### src/rtl/mult_div_unit.sv
// Iterative multiply/divide unit holding the architectural HI/LO registers.
// Multiply is shift-add over a 2*WIDTH accumulator; divide is restoring
// shift-subtract. Signed operations run on magnitudes, and the signs are
// corrected in FINISH.
module mult_div_unit #(
    parameter int unsigned WIDTH = 32
) (
    input  logic             clock,
    input  logic             reset,
    input  logic             start,
    input  logic [1:0]       op,
    input  logic [WIDTH-1:0] operand_a,
    input  logic [WIDTH-1:0] operand_b,
    input  logic             mthi,
    input  logic             mtlo,
    input  logic [WIDTH-1:0] hi_lo_wdata,
    output logic             busy,
    output logic             done,
    output logic [WIDTH-1:0] hi,
    output logic [WIDTH-1:0] lo
);

    localparam int unsigned CNT_W = $clog2(WIDTH + 1);

    typedef enum logic [1:0] {
        S_IDLE,
        S_RUN,
        S_FINISH
    } state_t;

    state_t               state_q, state_d;
    logic [1:0]           op_q, op_d;
    logic [WIDTH-1:0]     a_q, a_d;          // |dividend| / |multiplicand|
    logic [WIDTH-1:0]     b_q, b_d;          // |divisor|  / |multiplier|
    logic [WIDTH-1:0]     a_raw_q, a_raw_d;  // unmodified rs, for divide-by-zero HI
    logic                 neg_res_q, neg_res_d;
    logic                 neg_rem_q, neg_rem_d;
    logic [CNT_W-1:0]     cnt_q, cnt_d;
    logic [2*WIDTH-1:0]   prod_q, prod_d;
    logic [WIDTH-1:0]     rem_q, rem_d;
    logic [WIDTH-1:0]     quo_q, quo_d;
    logic [WIDTH-1:0]     hi_q, hi_d;
    logic [WIDTH-1:0]     lo_q, lo_d;
    logic                 done_q, done_d;

    // Combinational helpers
    logic                 signed_op;
    logic                 a_neg, b_neg;
    logic [WIDTH-1:0]     a_abs, b_abs;
    logic [WIDTH:0]       add_sum;
    logic [WIDTH:0]       rem_shift;
    logic [WIDTH:0]       rem_sub;
    logic                 rem_ge;
    logic [2*WIDTH-1:0]   prod_fix;

    assign busy = (state_q != S_IDLE);
    assign done = done_q;
    assign hi   = hi_q;
    assign lo   = lo_q;

    // Next-state and datapath logic for the IDLE/RUN/FINISH sequencer
    always_comb begin
        state_d   = state_q;
        op_d      = op_q;
        a_d       = a_q;
        b_d       = b_q;
        a_raw_d   = a_raw_q;
        neg_res_d = neg_res_q;
        neg_rem_d = neg_rem_q;
        cnt_d     = cnt_q;
        prod_d    = prod_q;
        rem_d     = rem_q;
        quo_d     = quo_q;
        hi_d      = hi_q;
        lo_d      = lo_q;
        done_d    = 1'b0;

        signed_op = ~op[0];
        a_neg     = signed_op & operand_a[WIDTH-1];
        b_neg     = signed_op & operand_b[WIDTH-1];
        a_abs     = a_neg ? -operand_a : operand_a;
        b_abs     = b_neg ? -operand_b : operand_b;

        add_sum   = {1'b0, prod_q[2*WIDTH-1:WIDTH]} + (prod_q[0] ? {1'b0, a_q} : '0);
        rem_shift = {rem_q, quo_q[WIDTH-1]};
        rem_ge    = (rem_shift >= {1'b0, b_q});
        rem_sub   = rem_shift - {1'b0, b_q};
        prod_fix  = neg_res_q ? -prod_q : prod_q;

        unique case (state_q)
            S_IDLE: begin
                if (start) begin
                    op_d      = op;
                    a_d       = a_abs;
                    b_d       = b_abs;
                    a_raw_d   = operand_a;
                    neg_res_d = a_neg ^ b_neg;
                    neg_rem_d = a_neg;
                    cnt_d     = '0;
                    prod_d    = {{WIDTH{1'b0}}, b_abs};
                    rem_d     = '0;
                    quo_d     = a_abs;
                    state_d   = S_RUN;
                end else begin
                    if (mthi) hi_d = hi_lo_wdata;
                    if (mtlo) lo_d = hi_lo_wdata;
                end
            end
            S_RUN: begin
                if (op_q[1]) begin
                    rem_d = WIDTH'(rem_ge ? rem_sub : rem_shift);
                    quo_d = {quo_q[WIDTH-2:0], rem_ge};
                end else begin
                    prod_d = {add_sum, prod_q[WIDTH-1:1]};
                end
                cnt_d = cnt_q + CNT_W'(1);
                if (cnt_q == CNT_W'(WIDTH - 1)) state_d = S_FINISH;
            end
            S_FINISH: begin
                if (!op_q[1]) begin
                    hi_d = prod_fix[2*WIDTH-1:WIDTH];
                    lo_d = prod_fix[WIDTH-1:0];
                end else if (b_q == '0) begin
                    hi_d = a_raw_q;
                    lo_d = '1;
                end else begin
                    hi_d = neg_rem_q ? -rem_q : rem_q;
                    lo_d = neg_res_q ? -quo_q : quo_q;
                end
                done_d  = 1'b1;
                state_d = S_IDLE;
            end
            default: state_d = S_IDLE;
        endcase
    end

    // State and datapath registers with synchronous reset
    always_ff @(posedge clock) begin
        if (reset) begin
            state_q   <= S_IDLE;
            op_q      <= '0;
            a_q       <= '0;
            b_q       <= '0;
            a_raw_q   <= '0;
            neg_res_q <= 1'b0;
            neg_rem_q <= 1'b0;
            cnt_q     <= '0;
            prod_q    <= '0;
            rem_q     <= '0;
            quo_q     <= '0;
            hi_q      <= '0;
            lo_q      <= '0;
            done_q    <= 1'b0;
        end else begin
            state_q   <= state_d;
            op_q      <= op_d;
            a_q       <= a_d;
            b_q       <= b_d;
            a_raw_q   <= a_raw_d;
            neg_res_q <= neg_res_d;
            neg_rem_q <= neg_rem_d;
            cnt_q     <= cnt_d;
            prod_q    <= prod_d;
            rem_q     <= rem_d;
            quo_q     <= quo_d;
            hi_q      <= hi_d;
            lo_q      <= lo_d;
            done_q    <= done_d;
        end
    end

endmodule

### config.mk
export PLATFORM = sky130hd
export DESIGN_NAME = mult_div_unit
export DESIGN_NICKNAME = d
export VERILOG_FILES = /design/src/rtl/mult_div_unit.sv
export SDC_FILE = /design/constraint.sdc
export NUM_CORES = 1
export LEC_CHECK = 0
export BUFFER_PORTS_ARGS = -buffer_cell sky130_fd_sc_hd__buf_2
export CORE_AREA = 2 2 226 228
export DETAILED_ROUTE_END_ITERATION = 8
export DIE_AREA = 0 0 228 230
export HOLD_SLACK_MARGIN = 0.15
export SYNTH_ARGS = -nofsm -noshare
export SYNTH_HDL_FRONTEND = slang
export SYNTH_SLANG_ARGS = --single-unit
### constraint.sdc
create_clock -name clock -period 9.3 [get_ports clock]
set_input_delay 0.93 -clock clock [delete_from_list [all_inputs] [get_ports clock]]
set_output_delay 0.93 -clock clock [all_outputs]
set_load 0.02 [all_outputs]
Word level (Yosys, flattened, before mapping) --
Cells that the tools add are included.
Storage, ports and cells: register bits 301, bits in latches 0, bits in writable memories 0, bits in read-only memories 0, input port bits 103, output and inout bits 66, word-level logic and storage cells 81, memories 0
Cells by class: add/subtract/negate cells 8, $mul 0, div/mod/pow operators 0, $lt $le $gt $ge 1, equality and inequality tests 10, shift operators 0, multiplexer cells 32, bitwise gates (word level) 4, reduce and logical (&&, ||, !) cells 12
Operator list (number):
- two-way mux 32 bit | 18
- one-hot mux 32 bit (2 select lines) | 4
- two-way mux 64 bit | 3
- negator 32 bit | 4
- one-hot mux 64 bit (2 select lines) | 1
- negator 64 bit | 1
- adder 32 x 32 -> 33 bit | 1
- >= comparator 33 x 32 -> 1 bit | 1
- zero test 32 bit | 1
- subtractor 32 bit | 1
- != test 2 bit (second input constant) | 7
- one-hot mux 6 bit (2 select lines) | 1
- AND reduction 3 bit | 4
- adder 6 x 1 -> 6 bit (second input constant) | 1
- == test 6 x 5 -> 1 bit (second input constant) | 1
- two-way mux 6 bit | 1
- AND reduction 2 bit | 3
- nonzero test 2 bit | 3
- two-way mux 2 bit | 2
- one-hot mux 2 bit (2 select lines) | 1
- bitwise AND 1 bit | 2
- == test 2 x 1 -> 1 bit (second input constant) | 1
- == test 2 bit (second input constant) | 1
- zero test 2 bit | 1
- other kinds (3) | 3

Longest topological paths before layout --
Gate-level depths: netlist of run 1.
depth in word-level cells 5, gate-level depth with buffers 15, depth with buffers taken out 14

Worst setup path before layout of run 1 --
OpenSTA, ideal clock, no wires.
kind input -> register, start point in operand_a[1], end point reg quo_q[30], library setup time 0.070 ns, data arrival time 3.380 ns, required time 9.230 ns, slack 5.850 ns, stages on the path 12, path buffers 0, cell sequence inv_1 ha_1 or4b_1 or3_1 nor2b_1 nor3b_1 and3b_1 and2_1 a21oi_1 xnor2_1 a211o_1 a21oi_1
On the way: longest elaborated chain between the ends 4
Ends and longest elaborated chain:
- start: declaration | line 12 | input logic [WIDTH-1:0] operand_a,
- negator 32 bit | line 81 | a_abs = a_neg ? -operand_a : operand_a;
- two-way mux 32 bit | line 81
- two-way mux 32 bit | line 92 | if (start) begin
- one-hot mux 32 bit (2 select lines) | line 90 | unique case (state_q)
- end signal: assignment | line 165 | quo_q <= quo_d;
- end: declaration | line 41 | logic [WIDTH-1:0] quo_q, quo_d;
Every way passes these cells. The select of a mux whose other input is x is not followed. A chain may end at the register's enable or synchronous reset.

Final worst setup path of run 1 --
start point reg prod_q[0], end point reg prod_q[61]
On the way: longest elaborated chain between the ends 4
Ends and longest elaborated chain:
- start: declaration | line 39 | logic [2*WIDTH-1:0] prod_q, prod_d;
- start signal: assignment | line 163 | prod_q <= prod_d;
- two-way mux 32 bit | line 84 | add_sum = {1'b0, prod_q[2*WIDTH-1:WIDTH]} + (prod_q[0] ? {1'b0, a_q} : '0);
- adder 32 x 32 -> 33 bit | line 84
- two-way mux 64 bit | line 110 | if (op_q[1]) begin
- one-hot mux 64 bit (2 select lines) | line 90
Every way passes these cells. The select of a mux whose other input is x is not followed.

==> results.toml, run 1 <==
[run]
max_cap_viol_count = 0

[finish]
multi_input_area_um2 = 12800
final_core_util_pct = 44.6
nets = 2814
final_common_cell = "nor2_1"
drive_gt1_share_pct = 11.5
final_cell_mix = "nor2_1, dfxtp_1, nand2_1"
final-seq-area_um2 = 5990
num-fill-cells = 5034
area_delta_synth_final_pct = 12.8

[worst_setup_path]
worst-r2r-cell-count = 15
crit_family = "compound AO/OA/AOI/OAI gates"
cpPeakStageDelay_ns = 0.57
crit_cells = 15
required_ns = 9.75
cp_common_cell = "a21oi_1"
crit_start = "prod_q[0]"
critPathBufInv = 2
worstSetupPathType = "reg -> reg"
worstPathMaxFanout = 37
cp-end-kind = "flop"
worstPathCellList = "buf_4, and2_1, ha_1, inv_1, fa_1, nand2b_1, a21oi_1, o22a_1, a211oi_1, o31ai_1, a41oi_1, o21bai_1, a21oi_1, xnor2_1, a22o_1"
ff2ff_setup_slack_ns = 5.26
cp.arrival_ns = 4.49
start_kind = "flop"
crit_slowest_cell = "o31ai_1"
timing.rr.start = "prod_q[0]"
r2r_end = "prod_q[61]"

[synth]
synth_top_area_cell = "dfxtp_1"
synth_seq_area_share_pct = 30.3
syn-cell-area_um2 = 19700
synth_seq_cells = 299
synth_top_cell_area_share_pct = 30.3
synth_edf_count = 0
async_flop_share_pct = 0
syn_nets = 2756
synth_ff_type = "dfxtp_1"
synth_cell_type_count = 84
syn_avg_cell_area_um2 = 7.64
syn_inst = 2581
ys_top_cells_by_area = "dfxtp_1, xnor2_1, a21oi_1"
synth_warnings = 0

[cts]
clk_latency_ns = 0.56
cts_tree = "done"
clock-sinks = 299
clk_pin_slew_worst_paths_ns = 0.06
cts-root-buf = "clkbuf_16"
cts_buffer_depth = 3
htree_levels = 2
cts_hold_buf = 0
cts_setup_buffers = 0
numCtsBuffers = 37
cts_resized = 0

[floorplan]
initial_utilization_pct = 39.6
io_pins = 169
dieHeight_um = 230
row_count = 82
design.core.area_um2 = 49900
dieArea_um2 = 52400
die_w_um = 228

[status]
outcome = "finished, final reports clean"

[global_route]
grt_first_pass_wirelength_um = 109000
grtUsageTotal_pct = 26.6
grt_pass1_vias = 17909
antenna_found_initial = 1
grt_overflow = 0
grt_max_degree = 106

[timing]
rsz0062_at_grt = "no"
tightest_slew_ns = 1.31
fin_crit_ns = 4.04
setup_viol = 0
slew_headroom_pct = 12.5
setup_tns_ns = 0
slew_viol_final = 0
hold_viol = 0
max_freq_ghz = 0.248
period_share_pct = 43.4
skew_ns = 0.0264

[placement]
dp_hpwl_um = 54100
gp_congestion = 0.975
portBuffers = 168

[min_path]
hold_end = "a_q[25]"
worstHoldStart = "a_q[25]"
min_path_type = "reg -> reg"
holdPathStages = 2

[drt]
wl_um = 72300
drt_iter0_drc = 1958
via_count = 19697
first_pass_iters = 6
wl_per_cell_um = 21.6
routed_via_density = 5.90
postRouteAntennaNets = 0
drc = 0

[power]
leakage_uw = 0.00902
powerDensity_nw_per_um2 = 171
peakVddDrop_uv = 113
final cells by class:
class | instances | share of cell area, %
Tap cell | 672 | 3.78
Clock inverter | 13 | 0.984
Clock buffer | 54 | 5.19
Inverter | 72 | 1.21
Antenna cell | 1 | 0.0112
Timing Repair Buffer | 190 | 4.56
Sequential cell | 299 | 26.9
Multi-Input combinational cell | 2039 | 57.3
worst max path at each step:
stage,endpoint
2_1_floorplan,quo_q[30]
3_3_place_gp,quo_q[30]
3_5_place_dp,quo_q[30]
4_1_cts,prod_q[61]
5_1_grt,prod_q[61]
6_report,prod_q[61]
flip-flops by register name (all words and copies together) (netlist names):
| register | cells |
|---|---|
| rem_q | 32 |
| neg_rem_q | 1 |
| prod_q | 64 |
| hi | 32 |
| a_raw_q | 31 |
| done | 1 |
| neg_res_q | 1 |
| cnt_q | 6 |
| b_q | 32 |
| quo_q | 32 |
| state_q | 2 |
| a_q | 32 |
| lo | 32 |
| op_q | 1 |
layer usage:
metal | vias up | global-route usage [%] | part of all wire [%]
met2 | 735 | 42.0 | 45
met4 | 0 | 9.84 | 3.4
met1 | 9418 | 36.6 | 45
met3 | 119 | 3.91 | 6.8
met5 | - | 0 | 0
li1 | 9425 | - | -
power by group:
group / total, uW / switching (uW) / leakage [uW] / internal [uW]
clock: 1640 / 609 / 0.000682 / 1030
combinational: 719 / 468 / 0.00588 / 251
sequential: 1450 / 91.9 / 0.00245 / 1360
tightest hold or removal path, cell delays in order, from the launching register on:
cell and delay, ns:
dfxtp_1 0.31, nand2_1 0.05, a21oi_1 0.05
stage by stage:
| stage | worst slack, ns | total power (uW) | instances | hold slack (ns) | instance area (um^2) |
|---|---|---|---|---|---|
| 4_1_cts | 5.40 | 3810 | 3339 | 0.450 | 22200 |
| 5_1_grt | 5.07 | 3950 | 3339 | 0.468 | 22200 |
| 3_3_place_gp | 5.11 | 2170 | 3272 | 0.437 | 20900 |
| 3_5_place_dp | 5.07 | 2190 | 3272 | 0.442 | 20900 |
| 2_1_floorplan | 5.85 | 1950 | 2581 | 0.429 | 19700 |
| 6_report | 5.26 | 3810 | 3340 | 0.451 | 22200 |
Yosys cell counts (all sizes together) (19+ instances only):
library cell,count
mux2i,30
inv,72
or3,19
nand3,44
clkbuf,154
or4,23
a21o,25
a311oi,28
a21oi,247
dfxtp,299
nand2,266
nor4,31
o21ai,160
o41ai,24
nor3,50
and2,39
a211oi,125
xnor2,150
xor2,81
o31ai,46
ha,70
nor2,321
kinds of logic (layout without fill, tap and decap cells):
logic type	after synthesis	count (layout)	share of synthesized area, %
and+or+nand+nor	879	879	20.7
AOI/OAI and AO/OA	827	827	27.3
DFF	299	299	30.3
buffers and inverters	243	329	5.28
xor gates and xnor gates	231	231	10.3
adders and majority gates	72	72	4.64
muxes	30	30	1.52
other	0	1	0
Power figures use the tool's default switching activity.
==> run 2, diff against run 1 <==
==> constraint.sdc (replaced) <==
create_clock -name clock -period 4.17 [get_ports clock]
set_input_delay 0.417 -clock clock [delete_from_list [all_inputs] [get_ports clock]]
set_output_delay 0.417 -clock clock [all_outputs]
set_load 0.02 [all_outputs]
==> results.toml, run 2 (synthesis results as in run 1) <==
[power]
p_sw_uw = 2580
power_frac_clock_pct = 39.5
seq_power_share_pct = 40.0
powerDensity_nw_per_um2 = 361
leakage_uw = 0.00913
p_int_uw = 5520
p_sw_share_pct = 31.9
power_frac_comb_pct = 20.5
peakVddDrop_uv = 234

[run]
max_cap_viol_count = 0

[global_route]
grt_overflow = 0
antenna_found_initial = 3
grt_pass1_vias = 18365
grt_first_pass_wirelength_um = 112000
grtUsageTotal_pct = 27.2
grt_max_degree = 118

[floorplan]
die_w_um = 228
initial_utilization_pct = 39.6
io_pins = 169
dieHeight_um = 230
design.core.area_um2 = 49900
dieArea_um2 = 52400
row_count = 82

[worst_setup_path]
worstSetupPathType = "reg -> reg"
crit_start = "rem_q[2]"
r2r_end = "rem_q[8]"
required_ns = 4.63
start_kind = "flop"
cp-end-kind = "flop"
cp.arrival_ns = 4.33
ff2ff_setup_slack_ns = 0.30
worst-r2r-cell-count = 12
worstPathMaxFanout = 24
timing.rr.start = "rem_q[2]"

[min_path]
min_path_type = "in -> reg"
worstHoldStart = "operand_a[7]"
holdPathStages = 3
hold_end = "a_raw_q[7]"

[timing]
tightest_slew_ns = 1.09
slew_viol_final = 0
rsz0062_at_grt = "no"
period_share_pct = 92.8
setup_tns_ns = 0
slew_headroom_pct = 27.2
max_freq_ghz = 0.258
skew_ns = 0.0150
setup_viol = 0
fin_crit_ns = 3.87
hold_viol = 0

[cts]
cts-root-buf = "clkbuf_16"
htree_levels = 2
cts_tree = "done"
cts_buffer_depth = 3
clk_pin_slew_worst_paths_ns = 0.06
numCtsBuffers = 36
clk_latency_ns = 0.55
clock-sinks = 299

[finish]
top_register = "prod_q"
drive_gt1_share_pct = 12.0
area_delta_synth_final_pct = 13.8
final_cell_mix = "nor2_1, dfxtp_1, nand2_1"
diodes = 0
nets = 2854
final_common_cell = "nor2_1"
fin_area_um2 = 22400
largest_reg_flops = 64

[placement]
dp_hpwl_um = 55900
portBuffers = 168
placed_area_um2 = 21100
gp_congestion = 0.941

[drt]
drc = 0
drt_iter0_drc = 2065
wl_um = 73300
first_pass_iters = 6
routed_via_density = 5.90
postRouteAntennaNets = 0
via_count = 19926
wl_per_cell_um = 21.7

[status]
outcome = "finished, final reports clean"
run 2: cell types whose count changed in the layout (fill, tap and decap cells not counted), sizes merged:
cell         change
bufinv           -4
clkinvlp         +1
inv              +1
dlygate4sd3     +18
clkinv           +3
buf             +23
diode            -1
clkbuf           -3
run 2: power by group through the flow:
stage / Combinational [uW] / Sequential (uW) / Clock (uW)
after CTS: 1640 / 3230 / 3260
after global placement: 1600 / 3290 / 0
after detailed placement: 1620 / 3300 / 0
final: 1660 / 3240 / 3200
after global routing: 1810 / 3260 / 3380
after floorplan: 1070 / 3260 / 0
run 2: layer usage:
layer | up-vias | GRT usage (%) | wire [um]
met1 | 9425 | 36.8 | 32400
met3 | 150 | 4.69 | 5410
li1 | 9510 | - | -
met4 | 6 | 10.8 | 3190
met5 | - | 0 | 56
met2 | 835 | 43.1 | 32200
run 2: metrics by stage:
stage,hold slack (ns),std cells,setup WS [ns],util (%),power [uW]
6_report,0.169,3378,0.299,45.0,8110
5_1_grt,0.169,3378,0.0180,45.0,8450
4_1_cts,0.150,3378,0.363,45.0,8130
3_5_place_dp,0.445,3295,0.349,42.3,4910
3_3_place_gp,0.437,3295,0.524,42.3,4890
2_1_floorplan,0.429,2581,0.991,-,4340
run 2: area by class of cell:
| class | instances | area, um^2 |
|---|---|---|
| inverter | 72 | 270 |
| clock buffer | 51 | 1060 |
| clock inverter | 14 | 134 |
| fill | 5054 | 27400 |
| tap | 672 | 841 |
| timing repair buffer | 231 | 1390 |
| multi-input combinational | 2039 | 12800 |
| sequential | 299 | 5990 |
run 2: worst max-delay path, stage by stage, from the launching register on:
cell and delay, ns:
dfxtp_1 0.39, ha_1 0.40, nand3_1 0.14, o21bai_1 0.20, a21o_1 0.18, a211oi_1 0.47, a21oi_1 0.22, a31o_2 0.29
o41ai_1 0.50, a21oi_4 0.35, buf_4 0.33, mux2i_1 0.14, o21ai_0 0.17
run 2: how the worst max path moves through the flow:
stage	endpoint	slack [ns]	cells after the start
2_1_floorplan	prod_q[56]	0.99	15
3_3_place_gp	rem_q[2]	0.52	12
3_5_place_dp	rem_q[6]	0.35	12
4_1_cts	rem_q[6]	0.36	12
5_1_grt	prod_q[61]	0.02	14
6_report	rem_q[8]	0.30	12
run 2: repair_timing:
| action | CTS | global route |
|---|---|---|
| setup buffers | 0 | 0 |
| resized for setup | 0 | 0 |
| endpoints found under the hold margin | 21 | 0 |
| hold buffers | 18 | 0 |
